==> src/rtl/mem_byte_sequencer.sv <==
// Splits a 1..4 byte little-endian load/store into single-byte accesses on a
// handshaked byte memory bus and returns a zero-extended word response.
module mem_byte_sequencer #(
    parameter int ADDR_W = 16
) (
    input  logic              clk,
    input  logic              reset,
    input  logic              req_valid,
    output logic              req_ready,
    input  logic              req_write,
    input  logic [1:0]        req_size,
    input  logic [ADDR_W-1:0] req_addr,
    input  logic [31:0]       req_wdata,
    output logic              rsp_valid,
    input  logic              rsp_ready,
    output logic [31:0]       rsp_rdata,
    input  logic              mem_ready,
    output logic [ADDR_W-1:0] mem_address,
    output logic              mem_read,
    input  logic [7:0]        mem_read_value,
    output logic              mem_write,
    output logic [7:0]        mem_write_value
);

    localparam logic [1:0] S_IDLE = 2'd0;
    localparam logic [1:0] S_XFER = 2'd1;
    localparam logic [1:0] S_RESP = 2'd2;

    function automatic logic [7:0] get_lane(input logic [31:0] word, input logic [1:0] lane);
        logic [7:0] b;
        case (lane)
            2'd0:    b = word[7:0];
            2'd1:    b = word[15:8];
            2'd2:    b = word[23:16];
            2'd3:    b = word[31:24];
            default: b = 8'd0;
        endcase
        return b;
    endfunction

    function automatic logic [31:0] put_lane(input logic [31:0] word, input logic [1:0] lane,
                                             input logic [7:0] b);
        logic [31:0] w;
        w = word;
        case (lane)
            2'd0:    w[7:0]   = b;
            2'd1:    w[15:8]  = b;
            2'd2:    w[23:16] = b;
            2'd3:    w[31:24] = b;
            default: w = word;
        endcase
        return w;
    endfunction

    logic [1:0]        state_q, state_d;
    logic [1:0]        k_q, k_d;
    logic [1:0]        size_q, size_d;
    logic              write_q, write_d;
    logic [ADDR_W-1:0] addr_q, addr_d;
    logic [31:0]       wdata_q, wdata_d;
    logic [31:0]       acc_q, acc_d;

    logic              req_ready_q, req_ready_d;
    logic              rsp_valid_q, rsp_valid_d;
    logic [31:0]       rsp_rdata_q, rsp_rdata_d;
    logic [ADDR_W-1:0] mem_address_q, mem_address_d;
    logic              mem_read_q, mem_read_d;
    logic              mem_write_q, mem_write_d;
    logic [7:0]        mem_write_value_q, mem_write_value_d;

    // Next-state logic for the transaction FSM and captured request
    always_comb begin
        state_d = state_q;
        k_d     = k_q;
        size_d  = size_q;
        write_d = write_q;
        addr_d  = addr_q;
        wdata_d = wdata_q;
        acc_d   = acc_q;
        case (state_q)
            S_IDLE: begin
                if (req_valid) begin
                    size_d  = req_size;
                    write_d = req_write;
                    addr_d  = req_addr;
                    wdata_d = req_wdata;
                    acc_d   = 32'd0;
                    k_d     = 2'd0;
                    state_d = S_XFER;
                end else begin
                    state_d = S_IDLE;
                end
            end
            S_XFER: begin
                // a strobe is always up in XFER, so mem_ready alone completes the byte
                if (mem_ready) begin
                    if (!write_q) begin
                        acc_d = put_lane(acc_q, k_q, mem_read_value);
                    end else begin
                        acc_d = acc_q;
                    end
                    if (k_q == size_q) begin
                        state_d = S_RESP;
                    end else begin
                        k_d = k_q + 2'd1;
                    end
                end else begin
                    state_d = S_XFER;
                end
            end
            S_RESP: begin
                if (rsp_ready) begin
                    state_d = S_IDLE;
                end else begin
                    state_d = S_RESP;
                end
            end
            default: state_d = S_IDLE;
        endcase
    end

    // Outputs are computed from the next state so they leave the chip from flops
    always_comb begin
        req_ready_d       = (state_d == S_IDLE);
        rsp_valid_d       = (state_d == S_RESP);
        rsp_rdata_d       = 32'd0;
        mem_address_d     = '0;
        mem_read_d        = 1'b0;
        mem_write_d       = 1'b0;
        mem_write_value_d = 8'd0;
        if (state_d == S_XFER) begin
            mem_address_d     = addr_d + ADDR_W'(k_d);
            mem_read_d        = ~write_d;
            mem_write_d       = write_d;
            mem_write_value_d = get_lane(wdata_d, k_d);
        end else if (state_d == S_RESP) begin
            rsp_rdata_d = write_d ? 32'd0 : acc_d;
        end else begin
            rsp_rdata_d = 32'd0;
        end
    end

    // State and output registers with synchronous reset
    always_ff @(posedge clk) begin
        if (reset) begin
            state_q           <= S_IDLE;
            k_q               <= 2'd0;
            size_q            <= 2'd0;
            write_q           <= 1'b0;
            addr_q            <= '0;
            wdata_q           <= 32'd0;
            acc_q             <= 32'd0;
            req_ready_q       <= 1'b1;
            rsp_valid_q       <= 1'b0;
            rsp_rdata_q       <= 32'd0;
            mem_address_q     <= '0;
            mem_read_q        <= 1'b0;
            mem_write_q       <= 1'b0;
            mem_write_value_q <= 8'd0;
        end else begin
            state_q           <= state_d;
            k_q               <= k_d;
            size_q            <= size_d;
            write_q           <= write_d;
            addr_q            <= addr_d;
            wdata_q           <= wdata_d;
            acc_q             <= acc_d;
            req_ready_q       <= req_ready_d;
            rsp_valid_q       <= rsp_valid_d;
            rsp_rdata_q       <= rsp_rdata_d;
            mem_address_q     <= mem_address_d;
            mem_read_q        <= mem_read_d;
            mem_write_q       <= mem_write_d;
            mem_write_value_q <= mem_write_value_d;
        end
    end

    assign req_ready       = req_ready_q;
    assign rsp_valid       = rsp_valid_q;
    assign rsp_rdata       = rsp_rdata_q;
    assign mem_address     = mem_address_q;
    assign mem_read        = mem_read_q;
    assign mem_write       = mem_write_q;
    assign mem_write_value = mem_write_value_q;

endmodule

==> config.mk <==
export PLATFORM = sky130hd
export DESIGN_NAME = mem_byte_sequencer
export DESIGN_NICKNAME = d
export VERILOG_FILES = /design/src/rtl/mem_byte_sequencer.sv
export SDC_FILE = /design/constraint.sdc
export NUM_CORES = 1
export LEC_CHECK = 0
export ABC_AREA = 1
export ABC_CLOCK_PERIOD_IN_PS = 2740
export CORE_MARGIN = 5
export CORE_UTILIZATION = 42
export CTS_BUF_LIST = sky130_fd_sc_hd__clkbuf_8 sky130_fd_sc_hd__clkbuf_16
export DETAILED_ROUTE_END_ITERATION = 10
export DONT_BUFFER_PORTS = 1
export GPL_TIMING_DRIVEN = 0
export PLACE_DENSITY = 0.56
export SLEW_MARGIN = 25
export SYNTH_ARGS = -nofsm -noshare
export SYNTH_HDL_FRONTEND = slang
export SYNTH_SLANG_ARGS = --single-unit
==> constraint.sdc <==
create_clock -name clk -period 2.74 [get_ports clk]
set_input_delay 0.411 -clock clk [delete_from_list [all_inputs] [get_ports clk]]
set_output_delay 0.411 -clock clk [all_outputs]
set_load 0.005 [all_outputs]
Word-level counts from Yosys, hierarchy flattened
Cells that the tools add are included.

Register bits: 147. Word-level logic and storage cells: 61. Output and inout port bits: 60. Input port bits: 64.

Reductions and logical operators: 7. Mux-type cells: 24. Add/subtract/negate cells: 2. Equal/unequal tests: 11. Bitwise gates (word level): 3.

Operators by type and width (count): two-way mux 32 bit (5); case mux 32 bit (2 select lines) (1); two-way mux 16 bit (2); two-way mux 8 bit (4); case mux 8 bit (4 select lines) (1); adder 16 x 2 -> 16 bit (1); equality test 2 bit, second input constant (6); two-way mux 2 bit (6); equality test 2 x 1 -> 1 bit, second input constant (4); zero test 2 bit (4); case mux 2 bit (3 select lines) (1); case mux 2 bit (2 select lines) (1); OR reduction 4 bit (1); two-way mux 1 bit (3); inverter 1 bit (3); adder 2 x 1 -> 2 bit, second input constant (1); equality test 2 bit (1); AND reduction 2 bit (1); OR reduction 2 bit (1).

Logic depth before layout (Yosys ltp)
Depth after elaboration: 7. Depth in mapped cells: 18. Gate-level depth less buffers: 17.

Worst setup path after synthesis
OpenSTA, ideal clock, no wires.

Kind: flip-flop to flip-flop. Start point: register state_q[0]. End point: register mem_address_q[14], in the netlist mem_address[14]. Cell stages (with the launch flop): 17. Setup time: 0.113 ns. Data arrival time: 2.370 ns. Data required time: 2.627 ns. Setup slack: 0.257 ns. Path through: dfxtp_1 > nor2_1 > nand2_1 > inv_1 > buf_4 > buf_2 > or2_2 > o21ai_0 > inv_1 > ha_1 > fa_1 > nand3_1 > inv_1 > nand3_1 > nor2_1 > nor2_1 > nor2_1.

Elaborated cells between the ends (all ways): 12. Classes of those cells: add/sub: 1; eq/ne: 3; mux: 5; bitwise: 1; reduce/logical: 2.

RTL lines: from (decl) (RTL line 55) `logic [1:0] state_q, state_d;`; from (signal assigned) (RTL line 161) `state_q <= state_d;`; zero test 2 bit (RTL line 80) `case (state_q)`; two-way mux 16 bit (RTL line 80); via addr_d[0] (RTL line 59) `logic [ADDR_W-1:0] addr_q, addr_d;`; adder 16 x 2 -> 16 bit (RTL line 132) `mem_address_d = addr_d + ADDR_W'(k_d);`; to (signal assigned) (RTL line 171) `mem_address_q <= mem_address_d;`; to (decl) (RTL line 66) `logic [ADDR_W-1:0] mem_address_q, mem_address_d;`.

The timed path passes the listed nets, and every way through them passes these cells. A chain may end at the register's enable or synchronous reset.

Worst setup path after layout
Start point: register k_q[0]. End point: register mem_address_q[11], in the netlist mem_address[11].

Elaborated cells between the ends (all ways): 13. Classes of those cells: add/sub: 2; eq/ne: 2; mux: 7; bitwise: 1; reduce/logical: 1.

RTL lines: from (decl) (RTL line 56) `logic [1:0] k_q, k_d;`; from (signal assigned) (RTL line 162) `k_q <= k_d;`; adder 2 x 1 -> 2 bit or equality test 2 bit (tied branches) (RTL line 105, 102); two-way mux 2 bit (*) (RTL line 102) `if (k_q == size_q) begin`; two-way mux 2 bit (*) (RTL line 96) `if (mem_ready) begin`; case mux 2 bit (2 select lines) (*) (RTL line 80); via k_d[1] (RTL line 56); adder 16 x 2 -> 16 bit (*) (RTL line 132).

Mark *: on every way through the listed nets, which the timed path passes. The rest lies on a longest branch.

==> flow_summary.toml <==
[hold_path]
min_to = "addr_q[0]"
min_path_type = "primary input to register"
hold_start = "req_addr[0]"
min_path_cells = 2

[clock_tree]
clock_latency_ns = 0.42
cts_buffer_depth = 2
clk_pin_slew_worst_paths_ns = 0.06
cts_buffers = 17
clockRootBuffer = "clkbuf_16"
clock_sinks = 147
cts-htree-levels = 4
cts_tree = "done"

[setup_path]
cp_slowest_cell = "dfxtp_2"
max_stage_delay_ns = 0.38
crit_cells = 16
worstSetupPathType = "register to register"
cp_data_arrival_time_ns = 2.86
critPathCaptureType = "register"
critical_path.cell_chain = "inv_1 > ha_1 > inv_1 > nand3_1 > nand3_1 > nand2_1 > buf_4 > ha_1 > a21o_1 > nand2_1 > nor2_4 > nand2_2 > nor2_1 > nand2_1 > nand2_1 > a21oi_1"
r2r_cells = 16
worst_ep_required_time_ns = 3.03
start_kind = "register"
critPathMaxFanout = 11
cpLargestDelayFamily = "simple AND/OR/NAND/NOR gates"
crit_buf_inv = 3
rrSetupSlack_ns = 0.17
r2r_start = "k_q[0]"
crit_top_cell = "nand2_1"
reg2reg_to = "mem_address[11]"

[floorplanning]
dieHeight_um = 126.8
io_pins = 124
initial_core_util_pct = 43.07
coreArea_um2 = 13300
dieArea_um2 = 16070
die_x_um = 126.8
std_cell_rows = 42

[sta]
maxClockFrequency_mhz = 389.6
fin_crit_sh_pct = 93.67
setup_slack_ns = 0.1735
tightest_slew_ns = 0.6209
setup_viol = 0
rsz0062_at_grt = "no"
slew-limit-headroom_pct = 58.33
skew_ns = 0.005677
maxSlewViolCount = 0
holdWs_ns = 0.1491
finalCriticalPeriod_ns = 2.566
hold_viol_final = 0

[final_layout]
fillers = 1302
multi_input_area_um2 = 2382
final_area_um2 = 6573
nets = 790
n_antenna_cell = 0
seq_area_um2 = 2949
area_growth_pct = 14.77
post-route-util_pct = 49.44
layout-drive-gt1-share_pct = 15.18

[power]
peakVddDrop_mv = 0.4042
p_leak_uw = 0.002889
power_density_nw_per_um2 = 802.4

[synth]
yosys_warnings = 0
synth_top_cell_by_area = "dfxtp_1"
synth_cells = 699
syn_avg_cell_area_um2 = 8.193
async_flop_share_pct = 0
synth-edff-count = 0
yosysUniqueCellTypes = 39
netlist_top_cells_area = "dfxtp_1 51%, nor2_1 8.9%, nand2_1 8.6%"
syn_nets = 770
synth_area_um2 = 5727
yosys_register_bits = 147
synthFlopType = "dfxtp_1"
ys_seq_area_share_pct = 51.39
yosysTopAreaCellShare_pct = 51.39

[detailed_routing]
firstDrtPassIters = 5
vias_per_cell = 5.130
wl_per_cell_um = 16.38
vias = 4653
drt_iter0_drc = 344
drc_errors = 0
ant_nets = 0
wl_mm = 14.86

[placement]
place_area_um2 = 5947
dp_hpwl_mm = 10.85
gp_congestion = 0.8089
preCtsSetupSlack_ns = -0.09468
port_buffers = 0

[global_routing]
grt_first_pass_wirelength_mm = 23.52
antenna_found_initial = 0
overflow = 0
grt_pass1_vias = 4533
track_usage_pct = 18.62
grt_max_degree = 20

[flow_run]
cap_violations = 0

[status]
status = "complete, no violations"
## cell type report
| class | instances | area share, % |
|---|---|---|
| Buffer | 29 | 2.722 |
| Clock buffer | 17 | 6.472 |
| Clock inverter | 14 | 2.627 |
| Inverter | 61 | 3.484 |
| Multi-Input combinational cell | 461 | 36.25 |
| Sequential cell | 147 | 44.87 |
| Tap cell | 176 | 3.350 |
| Timing Repair Buffer | 2 | 0.2284 |
## report_power, final
part / leakage [uW] / internal (uW) / switching [uW]
Sequential: 0.00120 / 2250 / 44.1
Clock: 0.000306 / 1500 / 858
Combinational: 0.00138 / 212 / 414
## logic make-up after synthesis
family | synth area share (%)
AND/OR/NAND/NOR | 26.09
buffers and inverters | 7.210
AO/OA/AOI/OAI | 11.03
adder cells (fa/ha/maj) | 1.660
flip-flops | 51.39
multiplexers | 2.622
## flip-flops by register name, indices dropped and copies added (netlist names), 2 cells and up
register and count:
state_q 2, k_q 2, addr_q 16, mem_write_value 8
wdata_q 32, size_q 2, acc_q 32, mem_address 16
rsp_rdata 32
## cell usage in the layout, fill, tap and decap left out, drive strengths merged, types with 4 or more instances in the layout
cell    netlist  routed
buf          19      20
nand2       144     144
a32oi        21      21
mux2i        15      15
o21ai        27      27
dfxtp       147     147
o21a          5       5
clkinv        1       7
a22oi        10      10
a21oi        26      26
ha            6       6
nand3        32      32
clkbuf       11      28
nor2        149     149
bufinv        0       4
inv          60      63
or2          16      16
## through the flow
stage,total power [uW],setup TNS [ns],instances
finish,5274,0,907
global route,5534,0,907
CTS,5324,0,906
detailed placement,2960,-0.3001,875
global placement,2949,-0.2239,875
floorplan,2811,0,699
## how the worst max path moves through the flow
stage                            to        from  slack [ns]
global route        mem_address[13]  state_q[0]      0.0002
detailed placement  mem_address[14]  state_q[0]       -0.09
CTS                 mem_address[14]      k_q[1]        0.03
finish              mem_address[11]      k_q[0]        0.17
global placement    mem_address[14]  state_q[0]       -0.09
floorplan           mem_address[14]  state_q[0]        0.26
## Yosys cell counts, types with 2 or more instances
| cell | number |
|---|---|
| a211oi_1 | 2 |
| a21oi_1 | 23 |
| a21oi_2 | 3 |
| a22oi_1 | 10 |
| a32oi_1 | 21 |
| buf_2 | 8 |
| buf_4 | 6 |
| buf_6 | 3 |
| clkbuf_1 | 11 |
| dfxtp_1 | 147 |
| ha_1 | 6 |
| inv_1 | 54 |
| inv_2 | 6 |
| mux2i_1 | 15 |
| nand2_1 | 131 |
| nand2_2 | 10 |
| nand2_4 | 3 |
| nand3_1 | 31 |
| nand4_1 | 2 |
| nor2_1 | 136 |
| nor2_2 | 10 |
| nor2_4 | 3 |
| o21a_1 | 5 |
| o21ai_0 | 15 |
| o21ai_1 | 7 |
| o21ai_2 | 4 |
| or2_2 | 15 |
## routing by layer
layer / up-vias / GRT usage [%] / part of all wire, %
li1: 2271 / - / -
met1: 2193 / 23.49 / 45
met2: 165 / 28.80 / 45
met3: 24 / 7.776 / 8.5
met4: 0 / 6.309 / 1.8
met5: - / 0 / 0
## what timing repair did
action,4_1_cts,5_1_grt
endpoints found under the setup margin,6,12
pin swaps,1,1
hold buffers,0,0
gates resized for setup,1,9
buffers inserted,1,1
Power figures use the tool's default switching activity.
